--- config.mk ---
export PLATFORM = sky130hd
export DESIGN_NAME = hbridge_gate_sequencer
export DESIGN_NICKNAME = d
export VERILOG_FILES = /design/src/rtl/hbridge_pkg.sv /design/src/rtl/gate_deadtime.sv /design/src/rtl/hbridge_gate_sequencer.sv
export SDC_FILE = /design/constraint.sdc
export NUM_CORES = 1
export LEC_CHECK = 0
export ABC_CLOCK_PERIOD_IN_PS = 6000
export CORE_UTILIZATION = 69
export CTS_CLUSTER_DIAMETER = 50
export DETAILED_ROUTE_END_ITERATION = 10
export DONT_BUFFER_PORTS = 1
export PLACE_DENSITY_LB_ADDON = 0.15
export SETUP_SLACK_MARGIN = 0.02
export SYNTH_ARGS = -nofsm -noshare
export SYNTH_HDL_FRONTEND = slang
export SYNTH_SLANG_ARGS = --single-unit
--- constraint.sdc ---
create_clock -name i_clock -period 6 [get_ports i_clock]
set_input_delay 0.9 -clock i_clock [delete_from_list [all_inputs] [get_ports i_clock]]
set_output_delay 0.9 -clock i_clock [all_outputs]
set_load 0.1 [all_outputs]
--- src/rtl/hbridge_pkg.sv ---
// Shared state encoding, fault codes and the low-side gate mask
// for the bridge gate sequencer.
package hbridge_pkg;

   typedef enum logic [2:0] {
      ST_IDLE      = 3'd0,
      ST_BOOT      = 3'd1,
      ST_PRECHARGE = 3'd2,
      ST_RUN       = 3'd3,
      ST_FAULT     = 3'd4
   } state_t;

   localparam logic [3:0] FC_NONE     = 4'h0;
   localparam logic [3:0] FC_SHOOT    = 4'h1;
   localparam logic [3:0] FC_EXT_BASE = 4'h2;

   // Low sides occupy bits [2*n_leg-1:n_leg]
   function automatic logic [31:0] low_side_mask(input int n_leg);
      logic [31:0] m;
      m = ((32'd1 << n_leg) - 32'd1) << n_leg;
      return m;
   endfunction

endpackage

--- src/rtl/gate_deadtime.sv ---
// Single-gate dead-time stage: immediate turn-off, delayed turn-on
// gated by the complementary gate being off.
module gate_deadtime #(
   parameter int DEADTIME = 80,
   parameter int CNT_W    = 16
) (
   input  logic i_clock,
   input  logic i_RESET,
   input  logic i_clear,
   input  logic i_target,
   input  logic i_comp,
   output logic o_gate
);

   localparam logic [CNT_W-1:0] DT = CNT_W'(DEADTIME);

   logic [CNT_W-1:0] r_cnt;
   logic             r_gate;

   always_ff @(posedge i_clock or posedge i_RESET) begin
      if (i_RESET) begin
         r_cnt  <= '0;
         r_gate <= 1'b0;
      end else if (i_clear || !i_target) begin
         r_cnt  <= '0;
         r_gate <= 1'b0;
      end else if (!r_gate) begin
         // Hold at DT until the complementary gate has released
         if (r_cnt == DT) begin
            if (!i_comp) r_gate <= 1'b1;
         end else begin
            r_cnt <= r_cnt + 1'b1;
         end
      end
   end

   assign o_gate = r_gate;

endmodule

--- src/rtl/hbridge_gate_sequencer.sv ---
// N-leg bridge gate sequencer: start-up FSM, fault latch and
// per-gate dead-time insertion between control law and gate pins.
module hbridge_gate_sequencer
   import hbridge_pkg::*;
#(
   parameter int                   N_LEG         = 2,
   parameter int                   DEADTIME      = 80,
   parameter int                   BOOT_CYCLES   = 1000,
   parameter int                   PRE_CYCLES    = 600,
   parameter logic [2*N_LEG-1:0]   FORCE_PATTERN = 4'b1001,
   parameter int                   N_FAULT       = 2,
   parameter int                   CNT_W         = 16
) (
   input  logic                 i_clock,
   input  logic                 i_RESET,
   input  logic                 i_enable,
   input  logic [2*N_LEG-1:0]   i_mosfet,
   input  logic [N_FAULT-1:0]   i_fault_ext,
   input  logic                 i_fault_clear,
   output logic [2*N_LEG-1:0]   o_Q,
   output logic [2:0]           o_state,
   output logic [3:0]           o_fault_code,
   output logic                 o_running
);

   localparam int               NG        = 2 * N_LEG;
   localparam logic [31:0]      LOW32     = low_side_mask(N_LEG);
   localparam logic [NG-1:0]    LOW_MASK  = LOW32[NG-1:0];
   localparam logic [CNT_W-1:0] BOOT_LAST = CNT_W'(BOOT_CYCLES - 1);
   localparam logic [CNT_W-1:0] PRE_LAST  = CNT_W'(PRE_CYCLES - 1);

   state_t           r_state, w_next;
   logic [CNT_W-1:0] r_timer, w_timer;
   logic [3:0]       r_code, w_code, w_ext_code;
   logic             w_shoot, w_ext;
   logic             w_clear;
   logic [NG-1:0]    w_target, w_gate;

   always_comb begin
      w_shoot    = (r_state == ST_RUN) &&
                   (|(i_mosfet[N_LEG-1:0] & i_mosfet[NG-1:N_LEG]));
      w_ext_code = FC_NONE;
      for (int i = N_FAULT - 1; i >= 0; i--)
         if (i_fault_ext[i]) w_ext_code = FC_EXT_BASE + 4'(i);
      // An idle, disabled bridge does not latch; the fault re-arms on enable
      w_ext = (|i_fault_ext) && (r_state != ST_FAULT) &&
              ((r_state != ST_IDLE) || i_enable);
   end

   always_comb begin
      w_next  = r_state;
      w_timer = '0;
      w_code  = r_code;
      if (w_shoot || w_ext) begin
         w_next = ST_FAULT;
         w_code = w_shoot ? FC_SHOOT : w_ext_code;
      end else begin
         unique case (r_state)
            ST_IDLE: if (i_enable) w_next = ST_BOOT;
            ST_BOOT: begin
               if (!i_enable)               w_next = ST_IDLE;
               else if (r_timer == BOOT_LAST) w_next = ST_PRECHARGE;
               else                         w_timer = r_timer + 1'b1;
            end
            ST_PRECHARGE: begin
               if (!i_enable)              w_next = ST_IDLE;
               else if (r_timer == PRE_LAST) w_next = ST_RUN;
               else                        w_timer = r_timer + 1'b1;
            end
            ST_RUN: if (!i_enable) w_next = ST_IDLE;
            ST_FAULT: begin
               if (i_fault_clear && !i_enable) begin
                  w_next = ST_IDLE;
                  w_code = FC_NONE;
               end
            end
            default: w_next = ST_IDLE;
         endcase
      end
   end

   always_ff @(posedge i_clock or posedge i_RESET) begin
      if (i_RESET) begin
         r_state <= ST_IDLE;
         r_timer <= '0;
         r_code  <= FC_NONE;
      end else begin
         r_state <= w_next;
         r_timer <= w_timer;
         r_code  <= w_code;
      end
   end

   always_comb begin
      w_target = '0;
      unique case (r_state)
         ST_BOOT:      w_target = LOW_MASK;
         ST_PRECHARGE: w_target = FORCE_PATTERN;
         ST_RUN:       w_target = i_mosfet;
         default:      w_target = '0;
      endcase
   end

   // Gates drop on the same edge that enters IDLE or FAULT
   assign w_clear = (w_next == ST_IDLE) || (w_next == ST_FAULT);

   for (genvar g = 0; g < NG; g++) begin : g_gate
      gate_deadtime #(
         .DEADTIME (DEADTIME),
         .CNT_W    (CNT_W)
      ) u_gate (
         .i_clock  (i_clock),
         .i_RESET  (i_RESET),
         .i_clear  (w_clear),
         .i_target (w_target[g]),
         .i_comp   (w_gate[(g + N_LEG) % NG]),
         .o_gate   (w_gate[g])
      );
   end

   assign o_Q          = w_gate;
   assign o_state      = r_state;
   assign o_fault_code = r_code;
   assign o_running    = (r_state == ST_RUN);

endmodule

==> results of run 1 <==
per-stage QoR:
stage / hold slack, ps / setup slack (ps) / std cells / utilization (%) / cell area [um^2]
after floorplan: 442 / 2790 / 498 / - / 4810
after global placement: 466 / 2550 / 564 / 71.6 / 4840
after detailed placement: 470 / 2460 / 564 / 71.6 / 4840
after CTS: 483 / 2450 / 580 / 74.7 / 5050
after global routing: 511 / 2200 / 580 / 74.7 / 5050
final: 478 / 2410 / 580 / 74.7 / 5050
synth_stat cells (all sizes together) (5+ instances only):
cell     n
nor4b   10
nand3   18
nand4   28
buf      9
nand4b   9
xor2    22
dfrtp   89
clkbuf   8
nor2    67
nand2   26
a21oi   30
o21ba    5
xnor2   33
ha       9
inv     22
or3     15
nor4    20
nand3b   6
nor3    10
o21ai   13
layer usage:
layer  vias to the layer above  share of wire (%)  track usage, %
met5                         -                  0               0
met4                         0                1.1            9.09
met3                        10                5.1            5.84
met2                        96                 48            43.6
met1                      1805                 46            38.0
li1                       1776                  -               -
sequential cells by signal, indices dropped and copies added, names as in the netlist:
register,cells
g_gate.u_gate.o_gate,4
g_gate.u_gate.r_cnt,64
o_fault_code,2
o_state,3
r_timer,16
power breakdown:
part / leakage, nW / internal (W) / switching [W]
Combinational: 0.623 / 0.0000151 / 0.0000529
Sequential: 1.24 / 0.000606 / 0.0000515
Clock: 0.103 / 0.000216 / 0.000208
Total: 1.96 / 0.000837 / 0.000312
worst max-delay path by stage:
stage	startpoint	endpoint	slack, ps	cells past startpoint
floorplan	i_RESET	g_gate[0].u_gate.o_gate	2790	1
global placement	o_state[1]	g_gate[1].u_gate.r_cnt[2]	2550	5
detailed placement	o_state[1]	g_gate[1].u_gate.r_cnt[2]	2460	5
global route	o_state[1]	g_gate[1].u_gate.r_cnt[2]	2200	5
finish	o_state[1]	g_gate[1].u_gate.r_cnt[2]	2410	5
CTS	o_state[1]	g_gate[1].u_gate.r_cnt[2]	2450	5
kinds of logic (layout without fill, tap and decap cells):
group,Yosys count,count (layout),synth area share [%]
other cells,1,2,0.0780
buf+inv,39,41,3.69
compound gates,67,67,8.82
xor+xnor,55,55,10.0
simple gates,232,232,27.7
fa+ha+maj,9,9,2.34
mux,5,5,1.07
flops,89,89,46.3
worst max-delay path, stage by stage, from the launching register on:
cell	delay, ps
dfrtp_1	1090
nand3b_1	260
inv_1	700
nand4_1	840
a211oi_1	500
a31o_2	150
cell type report:
type,instances,area (um^2)
Clock buffer,12,155
Clock inverter,4,51.3
Fill cell,483,1710
Inverter,22,83.8
Multi-Input combinational cell,370,2410
Sequential cell,89,2230
Tap cell,80,100
Timing Repair Buffer,3,22.5
==> results.yml, run 1 <==
routing:
  first_iter_violations: 226
  wl_per_cell_um: 15.9
  routed_wl_um: 9250
  dr.pass1.iters: 5
  ant_nets: 0
  via_per_inst: 6.36
  vias: 3687
  drc_errors: 0
power_and_ir_drop:
  leakage_nw: 1.96
  fin_total_pwr_w: 0.00115
  power.density_nw_per_um2: 228
  vdd_drop_max_mv: 0.220
clocking:
  clk_latency_ps: 360
  postCtsSetupRepairBufs: 0
  clock_sinks: 89
  cts_tree: "built"
  htree_levels: 3
  clockRootBuffer: "clkbuf_8"
  ctsResizeCount: 0
  numCtsBuffers: 9
  path_clk_slew_ps: 80
  clockBufferDepth: 2
  cts_hold_buf: 0
worst_setup_path:
  reg2regPathDepth: 5
  crit_path_end_kind: "flip-flop"
  worstReg2RegStart: "o_state[1]"
  arrival_ps: 3890
  required_ps: 6290
  rr_endpoint: "g_gate[1].u_gate.r_cnt[2]"
  critPathMaxFanout: 20
  crit_type: "reg2reg"
  r2r_setup_slack_ps: 2410
  worstSetupStartpointType: "flip-flop"
place:
  dp_hpwl_um: 6270
  numPortBuffers: 0
  routabilityCongestion: 0.798
floorplan:
  core_area_um2: 6760
  num_rows: 30
  initial_core_util_pct: 71.2
  ios: 22
  die_area_um2: 7310
  die_h_um: 85.5
  die_w_um: 85.5
timing:
  finalCriticalPeriod_ps: 3590
  hold_viol: 0
  tightest_slew_ps: 1120
  finalMaxSlewViolations: 0
  rsz0062_at_grt: "no"
  relSlewSlack_pct: 25.5
  fmax_mhz: 278
  min_period_over_period_pct: 59.9
  fin_setup_tns_ps: 0
  setup_viol: 0
  skew_ps: 15.9
run_status:
  status: "complete, no violations"
synth:
  async_flop_share_pct: 100
  syn_inst: 497
  synth_seq_cells: 89
  ys_warn_count: 0
  ys_seq_area_share_pct: 46.3
  yosysUniqueCellTypes: 51
  synth_top_area_share_pct: 46.3
  synth_top_area_cell: "dfrtp_1"
  ys.flop_type: "dfrtp_1"
  syn_area_per_cell_um2: 9.67
  synth.cell_area_um2: 4810
  synth_edf_count: 0
  synth_area_leaders: "dfrtp_1 (46%), xnor2_1 (6.0%), nor2_1 (5.2%)"
grt:
  grt_pass1_wl_um: 16000
  overflow: 0
  grt_max_degree: 90
  grt_antenna_before_repair: 0
  grt_pass1_vias: 3508
  track_usage_pct: 27.5
finish:
  syn_to_final_growth_pct: 4.97
  antenna_cells: 0
  final_cell_mix: "dfrtp_1 (89), nor2_1 (67), xnor2_1 (33), a21oi_1 (30), nand4_1 (27)"
  final_common_cell: "dfrtp_1"
  drive_gt1_share_pct: 7.00
  layout.nets: 514
worst_hold_path:
  hold_path_class: "reg2reg"
  min_path_cells: 1
  worstHoldStart: "r_timer[0]"
  hold_end: "r_timer[0]"
flow_run:
  drv_cap: 0
Note: power is estimated with default switching activity, not from simulation.
==> run 2, diff against run 1 <==
--- a/config.mk
+++ b/config.mk
@@ -5,8 +5,8 @@
 export SDC_FILE = /design/constraint.sdc
 export NUM_CORES = 1
 export LEC_CHECK = 0
-export ABC_CLOCK_PERIOD_IN_PS = 6000
-export CORE_UTILIZATION = 69
+export ABC_CLOCK_PERIOD_IN_PS = 3600
+export CORE_UTILIZATION = 64
 export CTS_CLUSTER_DIAMETER = 50
 export DETAILED_ROUTE_END_ITERATION = 10
 export DONT_BUFFER_PORTS = 1
==> constraint.sdc (replaced) <==
create_clock -name i_clock -period 3.6 [get_ports i_clock]
set_input_delay 0.54 -clock i_clock [delete_from_list [all_inputs] [get_ports i_clock]]
set_output_delay 0.54 -clock i_clock [all_outputs]
set_load 0.1 [all_outputs]
==> results.yml, run 2 (same netlist as run 1, synthesis figures left out) <==
run_status:
  status: "complete, no violations"
power_and_ir_drop:
  fin_total_pwr_w: 0.00195
  power.density_nw_per_um2: 380
  vdd_drop_max_mv: 0.275
  leakage_nw: 2.01
clocking:
  ctsResizeCount: 0
  clockRootBuffer: "clkbuf_8"
  clk_latency_ps: 350
  postCtsSetupRepairBufs: 0
  cts_tree: "built"
  numCtsBuffers: 9
  htree_levels: 3
  clockBufferDepth: 2
  clock_sinks: 89
  cts_hold_buf: 0
  path_clk_slew_ps: 90
flow_run:
  drv_cap: 0
timing:
  tightest_slew_ps: 1060
  finalMaxSlewViolations: 0
  skew_ps: 18.3
  setup_viol: 0
  min_period_over_period_pct: 67.0
  fin_setup_tns_ps: 0
  rsz0062_at_grt: "no"
  relSlewSlack_pct: 29.3
  hold_viol: 0
  finalCriticalPeriod_ps: 2410
  fmax_mhz: 415
finish:
  drive_gt1_share_pct: 8.10
  regMostFlops: "g_gate.u_gate.r_cnt"
  final_cell_mix: "dfrtp_1 (89), nor2_1 (67), xnor2_1 (33), a21oi_1 (30), nand4_1 (27)"
  antenna_cells: 0
  utilization_pct: 70.9
  fillers: 545
  finalNonFillerCells: 605
  final_common_cell: "dfrtp_1"
  layout.nets: 520
  syn_to_final_growth_pct: 6.95
  largest_reg_flops: 64
worst_setup_path:
  crit_type: "reg2reg"
  critPathMaxFanout: 8
  required_ps: 3860
  arrival_ps: 2670
  worstSetupStartpointType: "flip-flop"
  r2r_setup_slack_ps: 1190
  max_stage_delay_ps: 800
  crit_path_end_kind: "flip-flop"
  crit_chain: "nand4b_4 -> or3_4 -> or4_1 -> a21oi_1"
  crit_slowest_cell: "dfrtp_1"
routing:
  dr.pass1.iters: 5
  first_iter_violations: 150
  via_per_inst: 5.89
  drc_errors: 0
  wl_per_cell_um: 15.3
  vias: 3566
  ant_nets: 0
  routed_wl_um: 9250
floorplan:
  core_area_um2: 7250
  ios: 22
  die_h_um: 88.7
  initial_core_util_pct: 66.3
  num_rows: 31
  die_w_um: 88.7
  die_area_um2: 7860
place:
  dp_hpwl_um: 6540
  numPortBuffers: 0
  routabilityCongestion: 0.863
  place_inst: 589
grt:
  overflow: 0
  grt_antenna_before_repair: 0
  grt_pass1_wl_um: 15200
  track_usage_pct: 25.1
  grt_max_degree: 53
  grt_pass1_vias: 3283
worst_hold_path:
  hold_path_class: "in2async"
-- run 2: per-stage QoR --
| stage | worst slack, ps | cell area, um^2 | hold WS [ps] |
|---|---|---|---|
| global route | 1130 | 5140 | 297 |
| detailed placement | 1180 | 4920 | 480 |
| finish | 1190 | 5140 | 223 |
| global placement | 1290 | 4920 | 458 |
| floorplan | 753 | 4810 | 442 |
| CTS | 1170 | 5140 | 247 |
-- run 2: routing by layer --
layer  global-route usage [%]  part of all wire, %
met1                     32.2                   46
met2                     40.9                   49
met3                     5.78                  3.1
met4                     10.6                  2.0
met5                        0                    0
-- run 2: path summary, 6_finish.rpt --
check                                        startpoint  cells after the start                         end
min in group i_clock                     i_fault_ext[0]                      2             o_fault_code[0]
max in group asynchronous                       i_RESET                      2  g_gate[2].u_gate.r_cnt[13]
worst min register to register               r_timer[0]                      1                  r_timer[0]
worst max register to register  g_gate[3].u_gate.o_gate                      4  g_gate[3].u_gate.r_cnt[15]
worst min-delay path                            i_RESET                      1  g_gate[0].u_gate.r_cnt[12]
worst max-delay path            g_gate[3].u_gate.o_gate                      4  g_gate[3].u_gate.r_cnt[15]
-- run 2: worst max-delay path, delay by kind of cell, from the launching register on --
| family | cells | cell delay (ps) |
|---|---|---|
| and+or+nand+nor | 3 | 1340 |
| DFF | 1 | 800 |
| AOI/OAI and AO/OA | 1 | 180 |
-- run 2: final cells by class --
cell class                 count  area (um^2)  area share [%]
clock inverter                 5         78.8            1.53
multi-input combinational    370         2410            46.8
timing repair buffer           9         80.1            1.56
tap                           99          124            2.41
sequential                    89         2230            43.3
clock buffer                  11          141            2.75
inverter                      22         83.8            1.63
-- run 2: where the power goes --
| part | switching [W] | leakage, nW | total, W | internal (W) |
|---|---|---|---|---|
| logic | 0.0000911 | 0.659 | 0.000119 | 0.0000275 |
| clock network | 0.000336 | 0.113 | 0.000745 | 0.000409 |
| registers | 0.0000804 | 1.24 | 0.00109 | 0.00101 |
| total | 0.000507 | 2.01 | 0.00195 | 0.00145 |
==> run 3, diff against run 2 <==
--- a/config.mk
+++ b/config.mk
@@ -5,7 +5,8 @@
 export SDC_FILE = /design/constraint.sdc
 export NUM_CORES = 1
 export LEC_CHECK = 0
-export ABC_CLOCK_PERIOD_IN_PS = 3600
+export ABC_AREA = 1
+export ABC_CLOCK_PERIOD_IN_PS = 2500
 export CORE_UTILIZATION = 64
 export CTS_CLUSTER_DIAMETER = 50
 export DETAILED_ROUTE_END_ITERATION = 10
==> constraint.sdc (replaced) <==
create_clock -name i_clock -period 2.5 [get_ports i_clock]
set_input_delay 0.375 -clock i_clock [delete_from_list [all_inputs] [get_ports i_clock]]
set_output_delay 0.375 -clock i_clock [all_outputs]
set_load 0.1 [all_outputs]
==> results.yml, run 3 <==
run_status:
  status: "complete, no violations"
place:
  dp_hpwl_um: 7190
  numPortBuffers: 0
  place_inst: 767
  pre_cts_ws_ps: 572
  routabilityCongestion: 0.843
timing:
  worst_slack_ps: 561
  setup_viol: 0
  finalMaxSlewViolations: 0
  skew_ps: 13.7
  hold_viol: 0
  fmax_mhz: 516
  rsz0062_at_grt: "no"
  finalCriticalPeriod_ps: 1940
  tightest_slew_ps: 901
  min_period_over_period_pct: 77.6
  relSlewSlack_pct: 39.9
  fin_setup_tns_ps: 0
clocking:
  clock_sinks: 89
  clockBufferDepth: 2
  clockRootBuffer: "clkbuf_8"
  htree_levels: 3
  cts_tree: "built"
  clk_latency_ps: 360
  numCtsBuffers: 9
  path_clk_slew_ps: 100
  ctsResizeCount: 0
worst_setup_path:
  cp_top_family: "simple AND/OR/NAND/NOR gates"
  critPathMaxFanout: 17
  max_stage_delay_ps: 380
  cp_common_cell: "nand2_1"
  worstSetupStartpointType: "flip-flop"
  arrival_ps: 2210
  crit_chain: "ha_1 -> nand2_1 -> inv_2 -> nand2_1 -> nor2_1 -> nand2_1 -> o21ai_2 -> nand2_4 -> nand2_8 -> nand3_4 -> a21oi_1"
  startpoint: "r_timer[0]"
  crit_type: "reg2reg"
  worstReg2RegStart: "r_timer[0]"
  crit_slowest_cell: "dfrtp_1"
  crit_path_end_kind: "flip-flop"
  crit_buf_inv: 1
  required_ps: 2780
synth:
  syn_area_per_cell_um2: 7.76
  ys.flop_type: "dfrtp_1"
  yosysMostFrequentCell: "nor2_1"
  synth_area_leaders: "dfrtp_1 (43%), nor2_1 (9.9%), nand2_1 (8.9%)"
  synth_edf_count: 0
  synth_top_area_share_pct: 43.3
  yosys-top-cells-count: "nor2_1 (136), nand2_1 (122), dfrtp_1 (89)"
  synth_seq_cells: 89
  ys_seq_area_share_pct: 43.3
  ys_warn_count: 0
  syn_inst: 663
  yosysUniqueCellTypes: 38
  synth.cell_area_um2: 5150
  async_flop_share_pct: 100
  synth_top_area_cell: "dfrtp_1"
power_and_ir_drop:
  switchingPower_w: 0.00104
  p_sw_share_pct: 34.5
  seq_power_share_pct: 53.7
  p_clk_share_pct: 31.2
  power.density_nw_per_um2: 544
  p_int_w: 0.00196
  power_frac_comb_pct: 15.1
  fin_total_pwr_w: 0.00300
  vdd_drop_max_mv: 0.477
  leakage_nw: 2.37
finish:
  utilization_pct: 71.0
  final_common_cell: "nor2_1"
  antenna_cells: 0
  regMostFlops: "g_gate.u_gate.r_cnt"
  drive_gt1_share_pct: 11.6
  syn_to_final_growth_pct: 7.07
  finalNonFillerCells: 784
  largest_reg_flops: 64
  final_cell_mix: "nor2_1 (136), nand2_1 (122), dfrtp_1 (86), inv_1 (83), nand3_1 (50)"
  layout.nets: 696
routing:
  via_per_inst: 5.25
  first_iter_violations: 197
  ant_nets: 0
  routed_wl_um: 9660
  wl_per_cell_um: 12.3
  drc_errors: 0
  vias: 4117
  dr.pass1.iters: 4
grt:
  grt_max_degree: 31
  grt_pass1_vias: 4098
  grt_antenna_before_repair: 0
  grt_pass1_wl_um: 17300
  track_usage_pct: 25.7
  overflow: 0
floorplan:
  num_rows: 32
  die_w_um: 91.7
  die_area_um2: 8410
  initial_core_util_pct: 66.3
  die_h_um: 91.7
  core_area_um2: 7770
  ios: 22
worst_hold_path:
  worstHoldStart: "i_fault_ext[0]"
  hold_path_class: "in2reg"
flow_run:
  drv_cap: 0
run 3: changes by cell type after synthesis, moves of 8 or more:
| cell | before | now |
|---|---|---|
| nor4_1 | 20 | 0 |
| nand4_1 | 27 | 17 |
| nand2_1 | 26 | 122 |
| or3_1 | 13 | 0 |
| xor2_1 | 22 | 38 |
| nor2_1 | 67 | 136 |
| nor3_1 | 10 | 18 |
| xnor2_1 | 33 | 6 |
| nor4b_1 | 9 | 0 |
| a21oi_1 | 30 | 14 |
| nor2_2 | 0 | 17 |
| inv_1 | 22 | 84 |
| nand3_1 | 18 | 50 |
| nand4b_1 | 8 | 0 |
run 3: final cells by class:
cell class              instances  area [um^2]
multi-input cells             472         2480
fillers                       628         2260
flip-flops and latches         89         2230
inverters                      89          343
repair buffers                 16          148
well taps                     102          128
clock buffers                   9          124
clock inverters                 7         62.6
run 3: path summary, 6_finish.rpt:
kind / end / slack [ps] / cells past startpoint
worst max register to register: g_gate[0].u_gate.o_gate / 560 / 11
max in group asynchronous: g_gate[3].u_gate.r_cnt[3] / 1150 / 4
worst max-delay path: g_gate[0].u_gate.o_gate / 560 / 11
worst min-delay path: o_fault_code[0] / 140 / 1
min in group asynchronous: g_gate[0].u_gate.o_gate / 590 / 2
worst min register to register: r_timer[0] / 460 / 1
run 3: layer usage:
metal | GRT usage, % | wire, um
met1 | 31.3 | 4320
met2 | 45.8 | 4930
met3 | 3.73 | 252
met4 | 9.79 | 157
met5 | 0 | 0
run 3: metrics by stage:
step / instance area, um^2 / hold slack, ps
6_report: 5510 / 136
4_1_cts: 5510 / 123
5_1_grt: 5510 / 143
2_1_floorplan: 5160 / 433
3_3_place_gp: 5320 / 366
3_5_place_dp: 5320 / 378
run 3: logic make-up (layout without fill, tap and decap cells):
logic type / count (synthesis) / count (layout) / share of synthesized area [%]
xor gates and xnor gates: 44 / 44 / 7.49
adders and majority gates: 9 / 9 / 2.19
DFF: 89 / 89 / 43.3
other: 1 / 2 / 0.0729
and+or+nand+nor: 382 / 382 / 34.2
AOI/OAI and AO/OA: 35 / 35 / 4.13
buffers and inverters: 103 / 121 / 8.70
run 3: power by group through the flow:
stage | Clock (W) | Sequential (W) | Combinational, W
global route | 0.00102 | 0.00162 | 0.000486
CTS | 0.000965 | 0.00161 | 0.000458
global placement | 0 | 0.00164 | 0.000448
floorplan | 0 | 0.00174 | 0.000263
finish | 0.000936 | 0.00161 | 0.000453
detailed placement | 0 | 0.00164 | 0.000456
run 3: what timing repair did:
item / CTS / global route
hold buffers: 1 / 0
endpoints found under the hold margin: 29 / 0
setup endpoints to repair: 0 / 0
setup buffers: 0 / 0
